==> config.mk <==
export PLATFORM = sky130hd
export DESIGN_NAME = ext_pipe
export DESIGN_NICKNAME = d
export VERILOG_FILES = /design/src/rtl/ext_pipe.sv
export SDC_FILE = /design/constraint.sdc
export NUM_CORES = 1
export LEC_CHECK = 0
export BUFFER_PORTS_ARGS = -buffer_cell sky130_fd_sc_hd__buf_2
export CORE_MARGIN = 5
export CORE_UTILIZATION = 53
export CTS_CLUSTER_SIZE = 12
export DETAILED_ROUTE_END_ITERATION = 7
export HOLD_SLACK_MARGIN = 0.08
export PLACE_DENSITY = 0.81
export SLEW_MARGIN = 0
export SYNTH_ARGS = -nofsm -noshare
export SYNTH_HDL_FRONTEND = slang
export SYNTH_SLANG_ARGS = --single-unit
export TNS_END_PERCENT = 100
==> constraint.sdc <==
create_clock -name clk -period 2.6 [get_ports clk]
set_clock_uncertainty 0.05 [all_clocks]
set_input_delay 0.13 -clock clk [delete_from_list [all_inputs] [get_ports clk]]
set_output_delay 0.13 -clock clk [all_outputs]
set_load 0.03 [all_outputs]
==> src/rtl/ext_pipe.sv <==
// Immediate / load-data extender with a 2-entry output FIFO, valid/ready on both sides,
// sticky misalignment flag and a transfer counter.
module ext_pipe #(
  parameter int IMM_W  = 16,
  parameter int DATA_W = 32,
  parameter int SHIFT  = 2
) (
  input  logic              clk,
  input  logic              reset,
  input  logic              in_valid,
  output logic              in_ready,
  input  logic [2:0]        in_op,
  input  logic [IMM_W-1:0]  in_imm,
  input  logic [31:0]       in_data,
  input  logic [1:0]        in_addr_lo,
  output logic              out_valid,
  input  logic              out_ready,
  output logic [DATA_W-1:0] out_ext,
  output logic              out_misalign,
  output logic              err_sticky,
  input  logic              err_clr,
  output logic [15:0]       op_count
);

  if (DATA_W < 32 || DATA_W < IMM_W + SHIFT) begin : g_bad_params
    $error("ext_pipe: illegal parameters, need DATA_W >= 32 and DATA_W >= IMM_W + SHIFT");
  end

  function automatic logic [DATA_W-1:0] sext_imm(logic [IMM_W-1:0] v);
    logic signed [IMM_W-1:0] s;
    s = v;
    return DATA_W'(s);
  endfunction

  function automatic logic [DATA_W-1:0] sext_b(logic [7:0] v);
    logic signed [7:0] s;
    s = v;
    return DATA_W'(s);
  endfunction

  function automatic logic [DATA_W-1:0] sext_h(logic [15:0] v);
    logic signed [15:0] s;
    s = v;
    return DATA_W'(s);
  endfunction

  logic [1:0]        count;
  logic [DATA_W-1:0] hd_ext, tl_ext;
  logic              hd_mis, tl_mis;
  logic [DATA_W-1:0] new_ext;
  logic              new_mis;
  logic [7:0]        lane_b;
  logic [15:0]       lane_h;
  logic              acc, xfer;

  assign in_ready     = (count != 2'd2);
  assign out_valid    = (count != 2'd0);
  assign out_ext      = hd_ext;
  assign out_misalign = hd_mis;
  assign acc          = in_valid & in_ready;
  assign xfer         = out_valid & out_ready;

  assign lane_b = in_data[8*in_addr_lo +: 8];
  assign lane_h = in_data[16*in_addr_lo[1] +: 16];

  // Result is fully formed at accept; the buffer only ever moves finished entries.
  always_comb begin
    new_ext = '0;
    new_mis = 1'b0;
    case (in_op)
      3'd0: new_ext = sext_imm(in_imm);
      3'd1: new_ext = DATA_W'(in_imm);
      3'd2: new_ext = DATA_W'(in_imm) << (DATA_W - IMM_W);
      3'd3: new_ext = sext_imm(in_imm) << SHIFT;
      3'd4: new_ext = sext_b(lane_b);
      3'd5: new_ext = DATA_W'(lane_b);
      default: begin
        if (in_addr_lo[0]) new_mis = 1'b1;
        else if (in_op == 3'd6) new_ext = sext_h(lane_h);
        else new_ext = DATA_W'(lane_h);
      end
    endcase
  end

  // Buffer stage: head slot feeds the outputs, tail slot holds the second entry.
  always_ff @(posedge clk or posedge reset) begin
    if (reset) begin
      count      <= 2'd0;
      hd_ext     <= '0;
      hd_mis     <= 1'b0;
      tl_ext     <= '0;
      tl_mis     <= 1'b0;
      op_count   <= 16'd0;
      err_sticky <= 1'b0;
    end else begin
      if (acc && (count == 2'd0 || (count == 2'd1 && xfer))) begin
        hd_ext <= new_ext;
        hd_mis <= new_mis;
      end else if (xfer && count == 2'd2) begin
        hd_ext <= tl_ext;
        hd_mis <= tl_mis;
      end
      if (acc && count == 2'd1 && !xfer) begin
        tl_ext <= new_ext;
        tl_mis <= new_mis;
      end
      case ({acc, xfer})
        2'b10:   count <= count + 2'd1;
        2'b01:   count <= count - 2'd1;
        default: count <= count;
      endcase
      if (xfer) op_count <= op_count + 16'd1;
      if (acc && new_mis) err_sticky <= 1'b1;
      else if (err_clr)   err_sticky <= 1'b0;
    end
  end

endmodule

# [Yosys cells after proc, flatten, opt, wreduce, memory -nomap -nowiden]
# Cells that the tools add are included.
# W data, S select, Z words.
[word_totals] inputBits=58 register_bits=85 output_inout_bits=52 word_cells=52
[classes] reduce_logical=15 add_sub_neg=3 shift=2 bitwise_logic=2 eq_ne=11 muxes=12
[ops] op="$pmux W32 S6" n=1
[ops] op="$mux W32" n=4
[ops] op="$shiftx A32 B6 Y16" n=1
[ops] op="$shiftx A32 B6 Y8" n=1
[ops] op="$add A16 B1 Y16 const B" n=1
[ops] op="$eq A3 B3 Y1 const B" n=3
[ops] op="$reduce_bool A2 Y1" n=4
[ops] op="$eq A3 B2 Y1 const B" n=2
[ops] op="$logic_and A1 B1 Y1" n=6
[ops] op="$mux W1" n=6
[ops] op="$reduce_or A6 Y1" n=1
[ops] op="$eq A2 B1 Y1 const B" n=2
[ops] op="$eq A2 B2 Y1 const B" n=2
[ops] op="$pmux W2 S2" n=1
[ops] op="$eq A3 B1 Y1 const B" n=1
[ops] op="$logic_not A3 Y1" n=1
[ops] op="$add A2 B1 Y2 const B" n=1
[ops] op="$and A1 B1 Y1" n=2
[ops] op="$logic_not A2 Y1" n=1
[ops] op="$ne A2 B2 Y1 const B" n=1
[ops] op="$sub A2 B1 Y2 const B" n=1
[ops] op="$logic_not A1 Y1" n=1
[ops] op="$logic_or A1 B1 Y1" n=1

# [Longest topological paths before layout]
[depth] word_depth=6 depth_mapped=9 mapped_depth_nobuf=7

# [Least setup slack after synthesis]
# No wires, ideal clock.
[synth_timing] path_type="register to register" from="register count[0]" to="register tl_ext[26]" stages_incl_launch_ff=9 arrival_ns=1.683 setup_time_ns=0.121 required_ns=2.429 n_path_buf=2 synth_period_minus_slack_ns=1.854 setup_slack_ns=0.746 cell_sequence="dfrtp_1 -> inv_1 -> ha_1 -> nor2b_1 -> clkbuf_1 -> nand3_1 -> a211oi_4 -> buf_6 -> a21oi_1"
[synth_via] elab_chain_cells=4 word_cells_on_any_way=8 classes_between="2 x eq/ne; 2 x bitwise; 4 x reduce/logical"
[synth_lines] element="start, declared" line_no="47" rtl="logic [1:0] count;"
[synth_lines] element="start signal, assigned" line_no="108" rtl="2'b10: count <= count + 2'd1;"
[synth_lines] element="start signal, assigned" line_no="109" rtl="2'b01: count <= count - 2'd1;"
[synth_lines] element="start signal, assigned" line_no="110" rtl="default: count <= count;"
[synth_lines] element="$ne A2 B2 Y1 or $reduce_bool A2 Y1 (tied branches)" line_no="56, 57"
[synth_lines] element="$and A1 B1 Y1 (on tied branches)" line_no="60, 61"
[synth_lines] element="$logic_and A1 B1 Y1 or $logic_not A1 Y1 (tied branches)" line_no="103" rtl="if (acc && count == 2'd1 && !xfer) begin"
[synth_lines] element="$logic_and A1 B1 Y1 (*)" line_no="103"
[synth_lines] element="end signal, assigned" line_no="104" rtl="tl_ext <= new_ext;"
[synth_lines] element="end, declared" line_no="48" rtl="logic [DATA_W-1:0] hd_ext, tl_ext;"
# Mark *: on every way between the ends. The rest lies on a longest branch, timed or not.
# A chain may end at the register's enable or synchronous reset.

# [Final worst setup path]
[layout_timing] from="register count[0]" to="register tl_ext[27]"
# Same word-level chain as after synthesis.

==> metrics <==
count of nets after finishing=613; aggregate negative setup slack=0 ps; Crit Path Category=reg2reg; drt via density=5.80; via count of the first global-routing pass=3743; chain of cells forming the critical path=inv_1 -> ha_1 -> nor2b_1 -> nand3_1 -> a211oi_4 -> a21oi_1; Cell Pwr Density=1060 nW/µm²; biggest cell delay along the critical path=580 ps; setup-violating endpoint count in the final report=0; flops & latches, synth=85; share of the clock period used by the worst path after layout=84.8%; post-synthesis net count=496; global-route wire length before repair=18900 µm; Max Buffers Root-to-Sink=2; initial cell density of the core=54.1%; static leakage=2.56 nW; top cells by area in the synthesized netlist=dfrtp_1 48%, mux2i_1 8.9%, nand2_1 6.9%; outcome=finished, final reports clean; count of cells along the worst hold path=3; total via count in the routed design=3825; gp weighted congestion=0.817; power share of the combinational group=43.9%; Yosys top cell area share=48.4%; # resized after CTS=0; number of distinct library cells after synthesis=51; worst rel slew slack=48.7%; portion of total power attributed to sequential cells=39.7%; initial drt markers=342; required time of the worst setup path=2760 ps; switching share of power=43.2%; number of search-and-repair iterations in the first detailed-routing pass=6; area enclosed by the die boundary=10200 µm²; biggest fanout along the worst timing path=13; arrival time at the worst endpoint=2360 ps; cell internal power dissipation=0.00322 W; hpwl dp=8430 µm; critical path endpoint category=flop; count of warnings emitted by yosys=0; switching power=0.00245 W; Mapped Area=4400 µm²; largest voltage drop on the vdd net=655 µV; Std-Cell Rows=33; Ports=110; CTS tree=done; most instantiated flip-flop cell in the synthesis netlist=dfrtp_1; Area growth, synth to finish=21.4%; number of diodes=0; clock buffers created by TritonCTS=9; post-detailed-routing wire length=11800 µm; root buffer selected by CTS=clkbuf_8; post-synthesis cell count=433; proportion of layout cells with a drive suffix above 1=25.8%; classification of the worst-slack hold path=in2reg; floorplan die height=101 µm; CTS H-tree depth=3; number of pins with negative max-slew slack in the final report=0; average routed wire per standard cell=17.9 µm; Tot GR Track Use=23.4%; part of the Yosys area used for sequential elements=48.4%; max-capacitance violation count=0; number of sinks on the clock net=85; Cell Count Post-Placement=628; top post-synthesis cells by count=85 x dfrtp_1, 81 x nand2_1, 39 x mux2i_1; core footprint=8130 µm²; unrepaired setup endpoints after global routing=no; achievable frequency=0.454 GHz; depth of the worst register-to-register path=6; clock-pin slew on the worst setup and hold paths=80 ps; insertion delay to the later sink of the worst-skew pair=360 ps; sort of element at the start of the critical path=flop; clock group share of total power=16.4%; final-layout worst hold slack=102 ps; Final Hold Viols=0; total global routing overflow=0; count of non-filler cells in the finished layout=659; initial antenna violation count=0; slew at the pin closest to its max-slew limit=766 ps; slowest CP cell=a211oi_4; Die Span X=101 µm; leading cell type by number of instances after synthesis=dfrtp_1; count of antenna-violating nets left after detailed routing=0; library cell occupying the most area in the post-synthesis netlist=dfrtp_1; mean instance size in the synthesized netlist=10.2 µm²; share of synthesized registers carrying an async set or reset=100%; shortest clock period the worst path allows after layout=2200 ps; largest net degree at the start of global routing=37; count of unresolved DRC violations after routing=0; Post-synth EDFFs=0; Port Buffers=109
cell type report:
type	instances	area (µm²)
inverter	10	38.8
multi-input combinational	309	2080
sequential	85	2130
clock inverter	5	61.3
tap	105	131
clock buffer	10	128
timing repair buffer	135	781
fill	670	2790
registers in the layout, indices dropped and copies added (netlist names):
| register | count |
|---|---|
| out_ext | 32 |
| count | 2 |
| op_count | 16 |
| tl_mis | 1 |
| err_sticky | 1 |
| out_misalign | 1 |
| tl_ext | 32 |
cell usage in the layout, fill, tap and decap left out, types with 8 or more instances in the layout:
cell type,n
a22oi_1,9
xnor2_1,14
a21oi_1,22
dfrtp_1,85
inv_1,9
mux2i_1,39
nand2_1,81
buf_2,109
a32oi_1,14
buf_4,10
nor2_1,20
dlygate4sd3_1,16
nand3_1,8
clkbuf_8,9
o21ai_0,16
critical path: cells and delay by family, from the launching register on:
kind | cells | cell delay, ps
AOI/OAI and AO/OA | 2 | 750
adders and majority gates | 1 | 240
buffers and inverters | 1 | 90
DFF | 1 | 410
and+or+nand+nor | 2 | 520
kinds of logic (layout without fill, tap and decap cells):
group	Yosys count	in the layout	synth area share (%)
xor+xnor	18	18	3.58
simple gates	136	136	13.7
mux	42	42	10.2
flops	85	85	48.4
fa+ha+maj	5	5	1.42
buf+inv	39	160	4.47
compound gates	108	108	18.2
per-layer routing:
layer | up-vias | routed length [µm] | track usage, %
met3 | 28 | 985 | 5.05
li1 | 1780 | - | -
met2 | 178 | 5670 | 35.8
met4 | 0 | 300 | 9.41
met1 | 1839 | 4840 | 32.7
met5 | - | 0 | 0
metrics by stage:
stage / utilization (%) / instance area, µm² / worst slack, ps / total power (W)
floorplan: - / 4400 / 227 / 0.00401
global placement: 61.4 / 4990 / 578 / 0.00463
detailed placement: 61.4 / 4990 / 476 / 0.00474
CTS: 65.7 / 5340 / 460 / 0.00569
global route: 65.7 / 5340 / 237 / 0.00604
finish: 65.7 / 5340 / 396 / 0.00567
worst paths after layout:
kind,startpoint,endpoint,slack [ps]
worst min-delay path,in_imm[8],tl_ext[8],100
min in group asynchronous,reset,tl_ext[12],270
worst max-delay path,count[0],tl_ext[27],400
worst min register to register,op_count[15],op_count[15],430
max in group asynchronous,reset,tl_ext[1],1470
worst max register to register,count[0],tl_ext[27],400
power by group through the flow:
stage / Combinational, W / Clock [W] / Sequential (W)
after CTS: 0.00251 / 0.000944 / 0.00224
after floorplan: 0.00124 / 0 / 0.00276
after detailed placement: 0.00248 / 0 / 0.00226
after global placement: 0.00239 / 0 / 0.00223
after global routing: 0.00272 / 0.000996 / 0.00232
final: 0.00249 / 0.000930 / 0.00225
timing repair:
| item | CTS | global route |
|---|---|---|
| hold buffers | 16 | 0 |
| setup buffers | 0 | 0 |
| endpoints found under the hold margin | 58 | 0 |
(Power assumes the default switching activity.)
